File: src/rtl/plru_replacement_unit.sv
// Tree pseudo-LRU victim selection for an N-way set-associative cache.
// Each set keeps NUM_WAYS-1 heap-ordered tree bits. A sequenced flush clears the sets one per cycle.
module plru_replacement_unit #(
    parameter int NUM_SETS = 16,
    parameter int NUM_WAYS = 4
) (
    input  logic                        clk,
    input  logic                        rst_n,
    input  logic [$clog2(NUM_SETS)-1:0] set,
    input  logic                        cru_enable,
    input  logic                        access_valid,
    input  logic [$clog2(NUM_WAYS)-1:0] access_way,
    input  logic                        flush,
    output logic [$clog2(NUM_WAYS)-1:0] replace_way,
    output logic                        victim_valid,
    output logic                        busy
);
    localparam int SetSize = $clog2(NUM_SETS);
    localparam int WaySize = $clog2(NUM_WAYS);

    typedef enum logic {IDLE, FLUSH} state_e;

    state_e                               state_q, state_d;
    logic [SetSize-1:0]                   cnt_q, cnt_d;
    logic [NUM_SETS-1:0][NUM_WAYS-2:0]    tree_q, tree_d;
    logic [NUM_WAYS-2:0]                  row;
    logic [WaySize-1:0]                   walk;
    int                                   node;

    assign busy = (state_q == FLUSH);

    // Heap walk: bit 0 goes to child 2n+1, bit 1 to child 2n+2.
    always_comb begin
        row  = tree_q[set];
        walk = '0;
        node = 0;
        for (int l = 0; l < WaySize; l++) begin
            walk[WaySize-1-l] = row[node];
            node = 2 * node + 1 + int'(row[node]);
        end
    end

    assign replace_way  = busy ? '0 : walk;
    assign victim_valid = cru_enable & ~busy & rst_n;

    always_comb begin
        state_d = state_q;
        cnt_d   = cnt_q;
        case (state_q)
            IDLE: begin
                if (flush) begin
                    state_d = FLUSH;
                    cnt_d   = '0;
                end
            end
            FLUSH: begin
                cnt_d = cnt_q + 1'b1;
                if (cnt_q == SetSize'(NUM_SETS - 1)) begin
                    state_d = IDLE;
                end
            end
            default: state_d = IDLE;
        endcase
    end

    // The node at level l on the path to a way sits at (2^l - 1) plus the way's top l bits.
    always_comb begin
        tree_d = tree_q;
        if (state_q == FLUSH) begin
            tree_d[cnt_q] = '0;
        end else if (access_valid) begin
            for (int l = 0; l < WaySize; l++) begin
                tree_d[set][(1 << l) - 1 + (int'(access_way) >> (WaySize - l))] =
                    ~access_way[WaySize-1-l];
            end
        end
    end

    always_ff @(posedge clk or negedge rst_n) begin
        if (!rst_n) begin
            state_q <= IDLE;
            cnt_q   <= '0;
            tree_q  <= '0;
        end else begin
            state_q <= state_d;
            cnt_q   <= cnt_d;
            tree_q  <= tree_d;
        end
    end
endmodule

File: config.mk
export PLATFORM = sky130hd
export DESIGN_NAME = plru_replacement_unit
export DESIGN_NICKNAME = d
export VERILOG_FILES = /design/src/rtl/plru_replacement_unit.sv
export SDC_FILE = /design/constraint.sdc
export NUM_CORES = 1
export LEC_CHECK = 0
export BUFFER_PORTS_ARGS = -buffer_cell sky130_fd_sc_hd__buf_4
export CORE_ASPECT_RATIO = 2
export CORE_MARGIN = 2
export CORE_UTILIZATION = 40
export DETAILED_ROUTE_END_ITERATION = 8
export PLACE_DENSITY_LB_ADDON = 0.15
export REMOVE_ABC_BUFFERS = 1
export SYNTH_ARGS = -nofsm -noshare
export SYNTH_HDL_FRONTEND = slang
export SYNTH_SLANG_ARGS = --single-unit
File: constraint.sdc
create_clock -name clk -period 3.4 [get_ports clk]
set_input_delay 0.17 -clock clk [delete_from_list [all_inputs] [get_ports clk]]
set_output_delay 0.17 -clock clk [all_outputs]
set_load 0.1 [all_outputs]
# [Yosys cells after proc, flatten, opt, wreduce, memory -nomap -nowiden]
# Index checks and enable logic that the tools add are counted.
[word_totals] register_bits=53 wordCells=64
[classes] addsub=3 n_lt_le_gt_ge=7 n_eq_ne=2 muxes=23 n_bitwise=7 reduce_logical=4
[op_table] cell="48-bit bitwise mux" n=2
[op_table] cell="48-bit two-way mux" n=2
[op_table] cell="48-bit AND" n=1
[op_table] cell="48-bit NOT" n=1
[op_table] cell="3-bit demux with 4-bit select" n=3
[op_table] cell="3-bit binary-select mux with 4-bit select" n=1
[op_table] cell="4-bit by 5-bit < comparator with 1-bit output (second input constant)" n=2
[op_table] cell="3-bit two-way mux" n=3
[op_table] cell="4-bit by 1-bit greater-or-equal comparator with 1-bit output (second input constant)" n=2
[op_table] cell="4-bit one-hot mux with 2 select lines" n=1
[op_table] cell="2-bit by 3-bit < comparator with 1-bit output (second input constant)" n=2
[op_table] cell="1-bit two-way mux" n=6
[op_table] cell="1-bit by 1-bit adder with 2-bit output (first input constant)" n=2
[op_table] cell="4-bit by 1-bit adder with 4-bit output (second input constant)" n=1
[op_table] cell="4-bit equality test (second input constant)" n=1
[op_table] cell="4-bit two-way mux" n=1
[op_table] cell="1-bit logical AND" n=3
[op_table] cell="1-bit NOT" n=3
[op_table] cell="1-bit AND" n=2
[op_table] cell="1-bit binary-select mux with 2-bit select" n=1
[op_table] cell="1-bit demux with 2-bit select" n=1
[op_table] cell="2-bit by 1-bit greater-or-equal comparator with 1-bit output (second input constant)" n=1
[op_table] cell="2-bit two-way mux" n=1
[op_table] cell="2-bit inequality test (second input constant)" n=1
[op_table] cell="other kinds (2)" n=2

# [Longest topological paths before layout]
# Gate-level depths: netlist (run 1).
[logic_depth] depth_word=10 depth_mapped=6 depth_no_buf=6

# [Least setup slack after synthesis (run 1)]
# Ideal clock, no wire load.
[synth_timing] path_type="flip-flop to output port" start="reg state_q, in the netlist busy" end="out replace_way[0]" arrival_time_ns=3.796 t_required_ns=3.230 path_slack_ns=-0.566 path_stages_with_launch=6 path_cell_list="dfrtp_1 > clkbuf_1 > buf_2 > buf_2 > a21oi_1 > o2bb2ai_1"
[synth_between] elab_chain_len=1
[synth_rtl] element="start, declared" line_no="23" source="state_e state_q, state_d;"
[synth_rtl] element="start signal, assigned" line_no="85" source="state_q <= state_d;"
[synth_rtl] element="2-bit two-way mux" line_no="43" source="assign replace_way = busy ? '0 : walk;"
[synth_rtl] element="end, declared" line_no="14" source="output logic [$clog2(NUM_WAYS)-1:0] replace_way,"
# No other way between the ends.

# [Worst setup path in the final report (run 1)]
# Same ends and word-level chain as after synthesis.

==> results.sh, run 1 <==
export IMPL_firstDrtPassIters=4
export IMPL_path_buf_inv=3
export IMPL_first_global_vias=2694
export IMPL_regToRegSetupSlack_ns=1.33
export IMPL_io_pin_count=15
export IMPL_setup_total_negative_slack_ns=0
export IMPL_synth_edf_count=0
export IMPL_initial_antenna_violation_count=0
export IMPL_wirelength_mm=9.73
export IMPL_cts_tree="done"
export IMPL_peakVddDrop_mv=0.378
export IMPL_power_leakage_nw=1.45
export IMPL_finalWeightedCongestion=0.861
export IMPL_rsz0062_at_grt="no"
export IMPL_synthDistinctLibCells=48
export IMPL_cpMostUsedCell="buf_4"
export IMPL_worst_path_max_fanout=21
export IMPL_stdcell_area_um2=3400
export IMPL_cts_max_path_buffers=2
export IMPL_ys_seq_elements=53
export IMPL_mostFrequentLayoutCells="dfrtp_1 (53), nand2_1 (29), nand3_1 (25)"
export IMPL_finalHoldViolations=0
export IMPL_worst_setup_path_start_kind="register"
export IMPL_clkLatencyLatePin_ns=0.30
export IMPL_largest_net_degree_at_the_start_of_global_routing=54
export IMPL_post_drt_wl_per_cell_um=23.9
export IMPL_wire_length_of_the_first_global_routing_pass_mm=15.4
export IMPL_worstHoldPathType="primary input to asynchronous set/reset pin"
export IMPL_resized_gates_after_cts=0
export IMPL_critPathArrivalTime_ns=2.13
export IMPL_synth_flop_cell="dfrtp_1"
export IMPL_die_height_um=129
export IMPL_area_delta_synth_final_pct=8.82
export IMPL_sequence_of_cells_on_the_critical_path="buf_4 -> inv_2 -> nand3_1 -> o2bb2ai_1 -> buf_4"
export IMPL_transition_time_at_the_pin_with_the_least_slew_margin_ns=0.943
export IMPL_timing_critical_path_slowest_cell_delay_ns=0.58
export IMPL_yosysSeqAreaShare_pct=42.5
export IMPL_floorplan_core_area_um2=7600
export IMPL_synth_cells=314
export IMPL_drt_iter0_markers=186
export IMPL_synth_avg_cell_area_um2=9.94
export IMPL_final_setup_worst_slack_ns=1.10
export IMPL_grt_overflow_total=0
export IMPL_pre_cts_ws_ns=1.31
export IMPL_worst_slew_margin_rel_pct=37.0
export IMPL_vias_per_cell=6.46
export IMPL_rows=45
export IMPL_clock_sinks=53
export IMPL_run_status="completed"
export IMPL_remaining_drc_errors=0
export IMPL_cp_top_family="buffers and inverters"
export IMPL_cts_setup_buffers=0
export IMPL_io_buffer_count=14
export IMPL_synth_async_sr_flop_share_pct=100
export IMPL_placed_area_um2=3250
export IMPL_r2r_start="busy"
export IMPL_finalNetCount=328
export IMPL_r2r_end="tree_q[25]"
export IMPL_floorplan_initialDensity_pct=41.1
export IMPL_timing_limited_maximum_frequency_ghz=0.435
export IMPL_dr_wl_met3_um=491
export IMPL_dr_wl_met2_mm=5.01
export IMPL_pwr_density_cell_nw_per_um2=660
export IMPL_number_of_setup_violations_in_the_final_report=0
export IMPL_yosys_warning_total=0
export IMPL_post_route_period_util_pct=67.7
export IMPL_route_antenna_remaining_nets=0
export IMPL_diode_count=0
export IMPL_grt_util_all_layers_pct=24.9
export IMPL_clkSlewWorstSetupHoldPaths_ns=0.07
export IMPL_max_cap_viol_count=0
export IMPL_ff2ff_path_depth=5
export IMPL_final_common_cell="dfrtp_1"
export IMPL_worst_path_max_delay_cell="dfrtp_1"
export IMPL_die_w_um=66.5
export IMPL_place_detailed_hpwl_mm=7.00
export IMPL_finalCriticalPeriod_ns=2.30
export IMPL_via_count=2628
export IMPL_end_kind="output port"
export IMPL_drive_gt1_share_pct=15.3
export IMPL_post_cts_hold_buffer_count=0
export IMPL_cts_buffers=5
export IMPL_timing_worst_setup_path_type="register to output port"
export IMPL_cts_root_buffer="clkbuf_16"
export IMPL_critical_path_required_ns=3.23
export IMPL_fin_worst_skew_ns=0.00306
export IMPL_post_synthesis_instance_area_um2=3120
export IMPL_detail_route_wirelength_met1_mm=3.54
export IMPL_ctsHtreeMaxLevel=2
export IMPL_report_final_slew_viol_count=0
export IMPL_dr_max_layer_used="met4"
export IMPL_die_area_um2=8570
==> cells by family (layout without fill, tap and decap cells) <==
family / Yosys count / in the layout / synth area share [%]
simple gates: 105 / 105 / 17.2
fa+ha+maj: 4 / 4 / 1.60
compound gates: 88 / 88 / 19.3
xor+xnor: 2 / 2 / 0.561
buf+inv: 35 / 34 / 5.29
mux: 27 / 27 / 13.5
flops: 53 / 53 / 42.5
==> Yosys cell counts (all sizes together) (5+ instances only) <==
library cell | number | area (um^2)
nand3 | 25 | 125
clkbuf | 15 | 56.3
a31o | 7 | 61.3
dfrtp | 53 | 1330
nor2b | 8 | 52.6
inv | 5 | 18.8
a21oi | 14 | 70.1
mux2i | 15 | 150
a32oi | 6 | 52.6
nand2 | 29 | 109
buf | 14 | 86.3
o21ai | 24 | 120
a22oi | 5 | 47.5
and2 | 7 | 43.8
nand4 | 10 | 62.6
o22ai | 8 | 50.1
mux4 | 12 | 270
nor2 | 14 | 55.1
==> layer usage <==
| layer | vias up | track usage, % |
|---|---|---|
| met5 | - | 0 |
| met4 | 0 | 17.8 |
| met3 | 35 | 3.76 |
| met2 | 82 | 40.3 |
| met1 | 1328 | 29.5 |
| li1 | 1183 | - |
==> worst reg2reg max path: cells and delay by family (launching register included) <==
family                 cells  cell delay [ns]
buffers and inverters      2             0.58
flip-flops                 1             0.69
AO/OA/AOI/OAI              3             0.70
==> where the power goes <==
part	leakage (nW)	switching (mW)	internal, mW
sequential	0.715	0.148	0.775
combinational	0.663	0.517	0.278
clock	0.0700	0.231	0.290
==> through the flow <==
step | total power [mW] | util [%] | instances | hold slack (ns)
2_1_floorplan | 1.41 | - | 285 | -0.126
3_3_place_gp | 1.71 | 42.8 | 400 | 0.394
3_5_place_dp | 1.72 | 42.8 | 400 | 0.390
4_1_cts | 2.24 | 44.7 | 407 | 0.0723
5_1_grt | 2.36 | 44.7 | 407 | 0.0842
6_report | 2.24 | 44.7 | 407 | 0.0544
==> registers in the layout (all words and copies together), names as in the netlist <==
register	cells
tree_q	48
busy	1
cnt_q	4
==> worst max-delay path by stage <==
stage	startpoint	end	slack (ns)	depth (start not counted)
final	busy	replace_way[0]	1.10	5
after global routing	busy	replace_way[0]	0.98	5
after CTS	busy	replace_way[0]	1.10	5
after detailed placement	set[0]	replace_way[0]	1.31	6
after global placement	set[0]	replace_way[0]	1.31	6
after floorplan	busy	replace_way[0]	-0.49	2
==> cell type report <==
class | count | area [um^2]
fillers | 737 | 4210
inverters | 6 | 22.5
multi-input cells | 226 | 1630
repair buffers | 21 | 158
well taps | 94 | 118
clock buffers | 7 | 143
flip-flops and latches | 53 | 1330
No activity file was read; power rests on OpenSTA's default activity.
==> run 2: changes to the inputs <==
--- a/config.mk
+++ b/config.mk
@@ -5,6 +5,7 @@
 export SDC_FILE = /design/constraint.sdc
 export NUM_CORES = 1
 export LEC_CHECK = 0
+export ABC_AREA = 1
 export BUFFER_PORTS_ARGS = -buffer_cell sky130_fd_sc_hd__buf_4
 export CORE_ASPECT_RATIO = 2
 export CORE_MARGIN = 2
==> constraint.sdc (replaced) <==
create_clock -name clk -period 2.2 [get_ports clk]
set_input_delay 0.11 -clock clk [delete_from_list [all_inputs] [get_ports clk]]
set_output_delay 0.11 -clock clk [all_outputs]
set_load 0.1 [all_outputs]
==> run 2 against run 1 <==
  * The flow now finishes with violations (hold timing)
  * Highest routed layer unchanged
  * First-iteration DRC count is 73% higher
  * Synthesized cell count up 53%
  * Critical path depth up 7
==> results.sh, run 2 <==
export IMPL_run_status="complete, but fails checks"
export IMPL_violations_in_the_final_reports="hold timing"
export IMPL_worst_setup_path_start_kind="register"
export IMPL_finalHoldViolations=32
export IMPL_detail_route_wirelength_met1_mm=4.24
export IMPL_critPathArrivalTime_ns=1.75
export IMPL_clock_sinks=53
export IMPL_route_antenna_remaining_nets=0
export IMPL_finalWeightedCongestion=0.933
export IMPL_ff2ff_path_depth=7
export IMPL_area_delta_synth_final_pct=8.73
export IMPL_nFillCells=888
export IMPL_ctsHtreeMaxLevel=2
export IMPL_wire_length_of_the_first_global_routing_pass_mm=17.7
export IMPL_cpMostUsedCell="nand2_1"
export IMPL_cell_with_the_most_instances_after_synthesis="nand2_1"
export IMPL_remaining_drc_errors=0
export IMPL_synth_async_sr_flop_share_pct=100
export IMPL_max_cap_viol_count=0
export IMPL_grt_util_all_layers_pct=26.6
export IMPL_clkLatencyLatePin_ns=0.30
export IMPL_wirelength_mm=11.2
export IMPL_top_register="tree_q"
export IMPL_timing_limited_maximum_frequency_ghz=0.537
export IMPL_post_cts_hold_buffer_count=0
export IMPL_via_count=3301
export IMPL_finalCriticalPeriod_ns=1.86
export IMPL_cts_max_path_buffers=2
export IMPL_die_area_um2=9210
export IMPL_cts_tree="done"
export IMPL_resized_gates_after_cts=0
export IMPL_vias_per_cell=5.66
export IMPL_post_synthesis_instance_area_um2=3370
export IMPL_diode_count=0
export IMPL_report_final_slew_viol_count=0
export IMPL_first_global_vias=3288
export IMPL_dr_wl_met2_mm=5.68
export IMPL_number_of_setup_violations_in_the_final_report=0
export IMPL_floorplan_core_area_um2=8230
export IMPL_regToRegSetupSlack_ns=0.36
export IMPL_sequence_of_cells_on_the_critical_path="nand2_1 -> nand2_1 -> nand2_1 -> nand2_1 -> nand2_1 -> nand2_1 -> inv_1 -> nand2_1 -> nand2_1 -> nand2_1 -> nor2_1 -> buf_4"
export IMPL_drt_iter0_markers=321
export IMPL_io_pin_count=15
export IMPL_dr_max_layer_used="met4"
export IMPL_timing_critical_path_slowest_cell_delay_ns=0.38
export IMPL_synth_edf_count=0
export IMPL_pwr_density_cell_nw_per_um2=1070
export IMPL_worst_path_max_delay_cell="dfrtp_1"
export IMPL_peakVddDrop_mv=0.631
export IMPL_fin_hold_ws_ns=-0.0280
export IMPL_rows=47
export IMPL_yosysTopAreaCellShare_pct=39.4
export IMPL_drive_gt1_share_pct=11.3
export IMPL_grt_overflow_total=0
export IMPL_largest_register_ffs=48
export IMPL_fin_worst_skew_ns=0.00550
export IMPL_yosysSeqAreaShare_pct=39.4
export IMPL_cts_setup_buffers=0
export IMPL_post_layout_total_power_mw=3.90
export IMPL_timing_worst_setup_path_type="register to output port"
export IMPL_most_numerous_cell_types_in_the_synthesized_netlist="nand2_1 (170), dfrtp_1 (53), inv_1 (37), nor2_1 (36), o21ai_0 (29)"
export IMPL_place_detailed_hpwl_mm=8.26
export IMPL_synth_cells=480
export IMPL_worst_slew_margin_rel_pct=53.1
export IMPL_power_leakage_nw=1.77
export IMPL_dr_wl_met3_um=413
export IMPL_critical_path_required_ns=2.09
export IMPL_floorplan_initialDensity_pct=40.9
export IMPL_clkSlewWorstSetupHoldPaths_ns=0.07
export IMPL_synthDistinctLibCells=37
export IMPL_worst_path_max_fanout=2
export IMPL_finalNetCount=499
export IMPL_die_height_um=134
export IMPL_final_common_cell="nand2_1"
export IMPL_transition_time_at_the_pin_with_the_least_slew_margin_ns=0.703
export IMPL_initial_antenna_violation_count=0
export IMPL_rsz0062_at_grt="no"
export IMPL_synth_avg_cell_area_um2=7.01
export IMPL_io_buffer_count=14
export IMPL_layout_core_utilization_pct=44.5
export IMPL_end_kind="output port"
export IMPL_ys_seq_elements=53
export IMPL_die_w_um=68.9
export IMPL_post_drt_wl_per_cell_um=19.2
export IMPL_yosys_warning_total=0
export IMPL_synth_flop_cell="dfrtp_1"
export IMPL_cts_buffers=5
export IMPL_cts_root_buffer="clkbuf_16"
export IMPL_largest_net_degree_at_the_start_of_global_routing=54
export IMPL_post_route_period_util_pct=84.6
export IMPL_mostFrequentLayoutCells="nand2_1 (170), dfrtp_1 (53), inv_1 (37)"
export IMPL_biggest_area_consumer_among_synthesized_cells="dfrtp_1"
export IMPL_firstDrtPassIters=5
export IMPL_post_synth_main_area_contributors="dfrtp_1 (39%), nand2_1 (19%), o21ai_0 (4.3%)"
export IMPL_worstHoldPathType="primary input to asynchronous set/reset pin"
## run 2: changes by cell type in the layout (fill, tap and decap cells not counted), moves of 14 or more
cell,delta
nand3_1,-14
nand2_1,+141
nor2_1,+23
o21ai_0,+26
o21ai_1,-15
mux2i_1,-14
inv_1,+33
## run 2: logic make-up (layout without fill, tap and decap cells)
logic type / count (synthesis) / after routing / share of synthesized area [%]
compound gates: 103 / 103 / 19.1
fa+ha+maj: 4 / 4 / 1.49
simple gates: 250 / 250 / 31.0
buf+inv: 69 / 74 / 8.73
flops: 53 / 53 / 39.4
mux: 1 / 1 / 0.297
## run 2: area by class of cell
type / instances / area, um^2 / area share (%)
clock buffers: 7 / 133 / 3.62
clock inverters: 1 / 7.51 / 0.205
inverters: 46 / 175 / 4.78
multi-input cells: 358 / 1750 / 47.7
flip-flops and latches: 53 / 1330 / 36.2
well taps: 98 / 123 / 3.35
repair buffers: 20 / 150 / 4.10
## run 2: power by group
| part | leakage, nW | switching, mW | internal [mW] |
|---|---|---|---|
| clock network | 0.0641 | 0.364 | 0.424 |
| logic | 0.989 | 1.14 | 0.488 |
| registers | 0.719 | 0.224 | 1.27 |
## run 2: critical path: cells and delay by family, from the launching register on
family,cells,cell delay [ns]
buf+inv,2,0.37
simple gates,10,0.70
flops,1,0.38
## run 2: worst paths after layout
path,from,end
worst max-delay path,tree_q[9],replace_way[0]
worst min-delay path,rst_n,tree_q[17]
worst max register to register,busy,tree_q[35]
worst min register to register,tree_q[25],tree_q[25]
max in group asynchronous,rst_n,tree_q[1]
min in group clk,flush,busy
## run 2: per-layer routing
metal,track usage (%),vias to the layer above
li1,-,1598
met1,29.8,1544
met2,44.3,119
met3,3.38,40
met4,18.5,0
met5,0,-
## run 2: through the flow
step	hold slack (ns)	instances	setup WS (ns)	TNS (ns)	instance area (um^2)
4_1_cts	0.00169	583	0.328	0	3660
2_1_floorplan	-0.186	457	-0.947	-30.75	3250
3_3_place_gp	0.314	575	0.334	0	3520
3_5_place_dp	0.326	575	0.356	0	3520
5_1_grt	0.0370	583	0.165	0	3660
6_report	-0.0280	583	0.338	0	3660
